File: config.mk
export PLATFORM = sky130hd
export DESIGN_NAME = fetch_controller
export DESIGN_NICKNAME = d
export VERILOG_FILES = /design/src/rtl/fetch_controller_pkg.sv /design/src/rtl/fetch_controller.sv
export SDC_FILE = /design/constraint.sdc
export NUM_CORES = 1
export LEC_CHECK = 0
export ABC_AREA = 1
export ABC_CLOCK_PERIOD_IN_PS = 1750
export CAP_MARGIN = 20
export CELL_PAD_IN_SITES_DETAIL_PLACEMENT = 1
export CELL_PAD_IN_SITES_GLOBAL_PLACEMENT = 2
export CORE_ASPECT_RATIO = 1.1
export CORE_MARGIN = 4
export CORE_UTILIZATION = 30
export CTS_BUF_LIST = sky130_fd_sc_hd__clkbuf_4 sky130_fd_sc_hd__clkbuf_8 sky130_fd_sc_hd__clkbuf_16
export CTS_CLUSTER_DIAMETER = 200
export DETAILED_ROUTE_END_ITERATION = 7
export DONT_BUFFER_PORTS = 1
export PLACE_DENSITY = 0.8
export SLEW_MARGIN = 15
export SYNTH_ARGS = -nofsm -noshare
export SYNTH_HDL_FRONTEND = slang
export SYNTH_SLANG_ARGS = --single-unit
File: constraint.sdc
create_clock -name clk -period 1.75 [get_ports clk]
set_input_delay 0.35 -clock clk [delete_from_list [all_inputs] [get_ports clk]]
set_output_delay 0.35 -clock clk [all_outputs]
set_load 0.01 [all_outputs]
File: src/rtl/fetch_controller_pkg.sv
// Shared fetch-stage definitions: the state encoding and the reset PC.
// The PC block uses START_ADDRESS as its reset value.
package fetch_controller_pkg;

  typedef enum logic [1:0] {
    S_REQ   = 2'd0,
    S_WAIT  = 2'd1,
    S_HOLD  = 2'd2,
    S_DRAIN = 2'd3
  } fetch_state_t;

  localparam logic [31:0] START_ADDRESS = 32'h0100_0000;

endpackage

File: src/rtl/fetch_controller.sv
// Non-pipelined fetch sequencer: one request per instruction, one-entry decode buffer,
// redirects become immediate PC loads and squash whatever response is still in flight.
module fetch_controller
  import fetch_controller_pkg::*;
#(
  parameter int ADDR_W = 32,
  parameter int DATA_W = 32
) (
  input  logic              clk,
  input  logic              rst,
  input  logic [ADDR_W-1:0] pc_in,
  output logic              pc_write_enable,
  output logic              pc_immediate,
  output logic [ADDR_W-1:0] pc_immediate_address,
  output logic              imem_req_valid,
  input  logic              imem_req_ready,
  output logic [ADDR_W-1:0] imem_req_addr,
  input  logic              imem_resp_valid,
  input  logic [DATA_W-1:0] imem_resp_data,
  input  logic              redirect_valid,
  input  logic [ADDR_W-1:0] redirect_addr,
  input  logic              stall,
  output logic              inst_valid,
  input  logic              inst_ready,
  output logic [DATA_W-1:0] inst_data,
  output logic [ADDR_W-1:0] inst_pc,
  output logic [31:0]       fetch_count
);

  fetch_state_t state, state_next;
  logic         capture;
  logic         buf_clear;
  logic         deliver;

  always_ff @(posedge clk) begin
    if (rst) state <= S_REQ;
    else     state <= state_next;
  end

  always_comb begin
    state_next           = state;
    pc_write_enable      = 1'b0;
    pc_immediate         = 1'b0;
    pc_immediate_address = '0;
    imem_req_valid       = 1'b0;
    imem_req_addr        = '0;
    capture              = 1'b0;
    buf_clear            = 1'b0;
    deliver              = 1'b0;

    // A redirect loads the PC in every state and pre-empts the advance below.
    if (redirect_valid) begin
      pc_write_enable      = 1'b1;
      pc_immediate         = 1'b1;
      pc_immediate_address = redirect_addr;
    end

    case (state)
      S_REQ: begin
        imem_req_valid = !redirect_valid;
        imem_req_addr  = pc_in;
        if (!redirect_valid && imem_req_ready) state_next = S_WAIT;
      end
      S_WAIT: begin
        if (imem_resp_valid) begin
          if (redirect_valid) begin
            state_next = S_REQ;
          end else begin
            capture         = 1'b1;
            pc_write_enable = 1'b1;
            state_next      = S_HOLD;
          end
        end else if (redirect_valid) begin
          state_next = S_DRAIN;
        end
      end
      S_HOLD: begin
        if (redirect_valid) begin
          buf_clear  = 1'b1;
          state_next = S_REQ;
        end else if (inst_ready && !stall) begin
          buf_clear  = 1'b1;
          deliver    = 1'b1;
          state_next = S_REQ;
        end
      end
      S_DRAIN: begin
        // The stale response must be swallowed before a new request may issue.
        if (imem_resp_valid) state_next = S_REQ;
      end
      default: state_next = S_REQ;
    endcase
  end

  always_ff @(posedge clk) begin
    if (rst) begin
      inst_valid  <= 1'b0;
      inst_data   <= '0;
      inst_pc     <= '0;
      fetch_count <= '0;
    end else begin
      if (capture) begin
        inst_valid <= 1'b1;
        inst_data  <= imem_resp_data;
        inst_pc    <= pc_in;
      end else if (buf_clear) begin
        inst_valid <= 1'b0;
      end
      if (deliver) fetch_count <= fetch_count + 32'd1;
    end
  end

endmodule

; After elaboration in Yosys (flattened, before gate mapping)
; Cells that the tools add are included.
; Widths: inputs -> output; s select.
[word_totals]
romBits = 0
regBits = 99
wordCells = 45
ram_bits = 0
n_memories = 0
out_inout_bits = 164
latchBits = 0
[op_classes]
n_reduce_logical = 7
add_sub_neg = 1
bitwise_logic = 0
div_mod_pow = 0
shift = 0
n_eq_ne = 7
multipliers = 0
n_mux = 25
n_lt_le_gt_ge = 0
[op_table]
columns = op, n
row1 = $mux 32, 2
row2 = $add 32x1->32 const B, 1
row3 = $mux 1, 15
row4 = $mux 2, 7
row5 = $pmux 2 s4, 1
row6 = $ne 3x3->1 const B, 2
row7 = $eq 2x2->1 const B, 2
row8 = $ne 2x2->1 const B, 2
row9 = $reduce_and 4->1, 1
row10 = $eq 2x1->1 const B, 1
row11 = $logic_and 1x1->1, 2
row12 = $logic_not 1->1, 2
row13 = $logic_not 2->1, 1
row14 = $reduce_bool 2->1, 1

; Logic depth before layout (Yosys ltp)
; Gate-level depths: netlist of run 1.
[depth]
word_depth = 7
mapped_depth = 10

; Worst setup path before layout of run 1
; Ideal clock, no wire load.
[synth_path]
kind = flip-flop to flip-flop
from = register fetch_count[1]
to = register fetch_count[30]
arrival_ps = 1414
t_required_ps = 1634
setup_ps = 116
stages_incl_launch_ff = 9
synth_period_minus_slack_ps = 1530
setup_slack_ps = 220
path_buffers = 0
cell_sequence = dfxtp_1 -> ha_1 -> nand2_1 -> nor2_1 -> nand3_1 -> nor2_2 -> nand3_1 -> o21ai_0 -> nor2_1
[synth_via]
elab_chain_cells = 1
[synth_rtl]
columns = element, line
row1 = start: declaration, fetch_controller.sv:27  ; output logic [31:0] fetch_count
row2 = start signal: assignment, fetch_controller.sv:109  ; if (deliver) fetch_count <= fetch_count + 32'd1;
row3 = $add 32x1->32, fetch_controller.sv:109
; Every way passes these cells.
; A chain may end at the register's enable or synchronous reset.

; Worst setup path after layout of run 1
[layout_path]
from = register state[1]
to = output port imem_req_addr[18]
[layout_via]
elab_chain_cells = 2
[layout_rtl]
columns = element, line
row1 = start: declaration, fetch_controller.sv:30  ; fetch_state_t state, state_next;
row2 = start signal: assignment, fetch_controller.sv:37  ; else state <= state_next;
row3 = $logic_not 2->1, fetch_controller.sv:58  ; case (state)
row4 = $mux 32, fetch_controller.sv:58
row5 = end: declaration, fetch_controller.sv:17  ; output logic [ADDR_W-1:0] imem_req_addr,
; Every way passes these cells.

==> results of run 1 <==
## power breakdown
| group | switching, W | total (W) | internal [W] |
|---|---|---|---|
| Sequential | 0.000214 | 0.00264 | 0.00242 |
| Combinational | 0.000842 | 0.00118 | 0.000334 |
| Clock | 0.000909 | 0.00222 | 0.00131 |
| Total | 0.00197 | 0.00603 | 0.00407 |
## logic make-up (layout without fill, tap and decap cells)
family                     after synthesis  in the layout  synth area share [%]
and+or+nand+nor                        333            333                  29.8
buffers and inverters                  148            162                  12.8
adders and majority gates                1              1                 0.269
AOI/OAI and AO/OA                      128            128                  14.1
xor gates and xnor gates                 2              2                 0.377
DFF                                     99             99                  42.7
## cells in the mapped netlist
cell type | n | area [sq um]
nor2_1 | 164 | 616
inv_1 | 113 | 424
nand2_1 | 112 | 420
dfxtp_1 | 99 | 1980
o21ai_0 | 79 | 395
a21oi_1 | 44 | 220
nand3_1 | 26 | 130
clkbuf_1 | 16 | 60.1
buf_2 | 9 | 45.0
nor3_1 | 9 | 45.0
nand4_1 | 8 | 50.1
nor2_4 | 6 | 67.6
nor2_2 | 4 | 25.0
buf_1 | 3 | 11.3
buf_4 | 3 | 22.5
buf_6 | 2 | 22.5
inv_2 | 2 | 7.51
o21bai_1 | 2 | 15.0
xor2_1 | 2 | 17.5
a211oi_1 | 1 | 7.51
a221oi_1 | 1 | 8.76
and2_1 | 1 | 6.26
ha_1 | 1 | 12.5
nand2_2 | 1 | 6.26
nand3_2 | 1 | 10.0
nor3b_1 | 1 | 7.51
o22ai_1 | 1 | 6.26
## worst max-delay path, cell delays in order, from the launching register on
cell and delay (ns):
dfxtp_2 0.37, nor2_4 0.15, inv_1 0.09, buf_12 0.18, nor2_2 0.17
## worst paths after layout
path	slack (ns)	cells past startpoint	endpoint
worst max-delay path	0.07	4	imem_req_addr[18]
worst min-delay path	0.07	1	fetch_count[21]
worst max register to register	0.14	9	fetch_count[28]
worst min register to register	0.52	2	fetch_count[9]
## flip-flops by register name, summed over array words and instances, names as in the netlist
name and cells:
fetch_count 32, inst_data 32, inst_pc 32, inst_valid 1, state 2
## metrics by stage
step           std cells  hold WS (ns)  area [sq um]
2_1_floorplan        711         0.476          4640
3_3_place_gp         903         0.423          4970
3_5_place_dp         903         0.428          4970
4_1_cts              919        0.0471          5420
5_1_grt              921        0.0454          5480
6_report             921        0.0704          5480
## timing repair
action	CTS	global route
setup buffers	0	2
resized for setup	41	16
pin swaps	0	2
setup endpoints to repair	34	54
hold buffers	0	0
## per-layer routing
metal,wire [microns],track usage (%),up-vias
met5,0,0,-
met4,296,6.32,0
met3,1360,5.21,19
met2,7970,30.6,184
met1,6270,20.1,2136
li1,-,-,2207
## area by class of cell
cell class,count,area share (%)
timing repair buffer,31,5.00
inverter,115,7.87
sequential,99,36.2
clock inverter,6,1.76
multi-input combinational,464,40.3
clock buffer,10,4.36
tap,196,4.47
==> flow_summary.json, run 1 <==
{
  "synth_cells": 711,
  "yosysSeqAreaShare_pct": 42.7,
  "yosysUniqueCellTypes": 27,
  "cts_buffers": 9,
  "critPathMaxFanout": 33,
  "grt_pass1_wl_mm": 25.0,
  "first_iter_violations": 204,
  "end_kind": "output pin",
  "n_antenna_cell": 0,
  "die_h_microns": 138,
  "regArea_sq_um": 1990,
  "cts_sinks": 99,
  "wl_mm": 15.9,
  "tightest_slew_ns": 0.350,
  "cp.arrival_ns": 1.33,
  "overflow": 0,
  "track_usage_pct": 17.5,
  "route.vias.total": 4546,
  "drv_cap": 0,
  "first_global_vias": 4679,
  "cts_tree": "built",
  "startpoint_type": "flop",
  "postLayoutCoreUtil_pct": 36.3,
  "clockBufferDepth": 2,
  "initial_core_util_pct": 30.7,
  "most-common-layout-cells": "nor2_1, inv_1, nand2_1, dfxtp_1, o21ai_0",
  "timing.fmax_mhz": 597,
  "dieArea_sq_um": 17500,
  "rows": 47,
  "drive_above_1_share_pct": 15.0,
  "hold_violations": 0,
  "core_sq_um": 15100,
  "ys_ff_latch": 99,
  "hp-class": "in -> reg",
  "antenna_found_initial": 0,
  "ant_nets": 0,
  "peakVddDrop_mv": 0.464,
  "r2r-start": "state[0]",
  "crit_required_ns": 1.40,
  "fin_crit_sh_pct": 95.7,
  "dpl.hpwl_mm": 12.6,
  "hold_path.startpoint": "rst",
  "grt_max_degree": 57,
  "syn-num-nets": 815,
  "pin_count": 267,
  "worst_slack_ns": 0.0745,
  "place_congestion": 0.823,
  "power_density_nw_per_um2": 1100,
  "detail_route.vias_per_cell": 4.94,
  "route.detailed.drc": 0,
  "power_w": 0.00603,
  "port-buffer-count": 0,
  "h-tree-depth": 3,
  "area_growth_pct": 18.1,
  "routedWlPerCell_microns": 17.3,
  "leakage_nw": 2.38,
  "dr.pass1.iters": 5,
  "yosys_warnings": 0,
  "setup_viol": 0,
  "slew_headroom_pct": 76.6,
  "multi_input_area_sq_um": 2210,
  "crit_start": "state[1]",
  "finClkSkew_ns": 0.00748,
  "fillerInstances": 1935,
  "die_x_microns": 127,
  "finalSetupTns_ns": 0,
  "status": "finished clean",
  "cts_root_buffer": "clkbuf_16",
  "finalMaxSlewViolations": 0,
  "synth_area_per_cell_sq_um": 6.53,
  "crit_type": "reg -> out",
  "pre_cts_ws_ns": -0.0278,
  "syn_area_sq_um": 4640,
  "fin_crit_ns": 1.68,
  "nNetsFinal": 824,
  "clk_pin_slew_ns": 0.07,
  "final_common_cell": "nor2_1",
  "clock_latency_ns": 0.35
}
No activity file was read; power rests on OpenSTA's default activity.
==> inputs of run 2 (changes only) <==
Settings changed: CAP_MARGIN 20 to 10.
==> results of run 2 <==
No change in the layout: final DEF, timing and power equal those of run 1.
==> inputs of run 3 (changes only) <==
Settings changed: CTS_CLUSTER_DIAMETER 200 to 100.
==> results of run 3 <==
No change in the layout: final DEF, timing and power equal those of run 1.
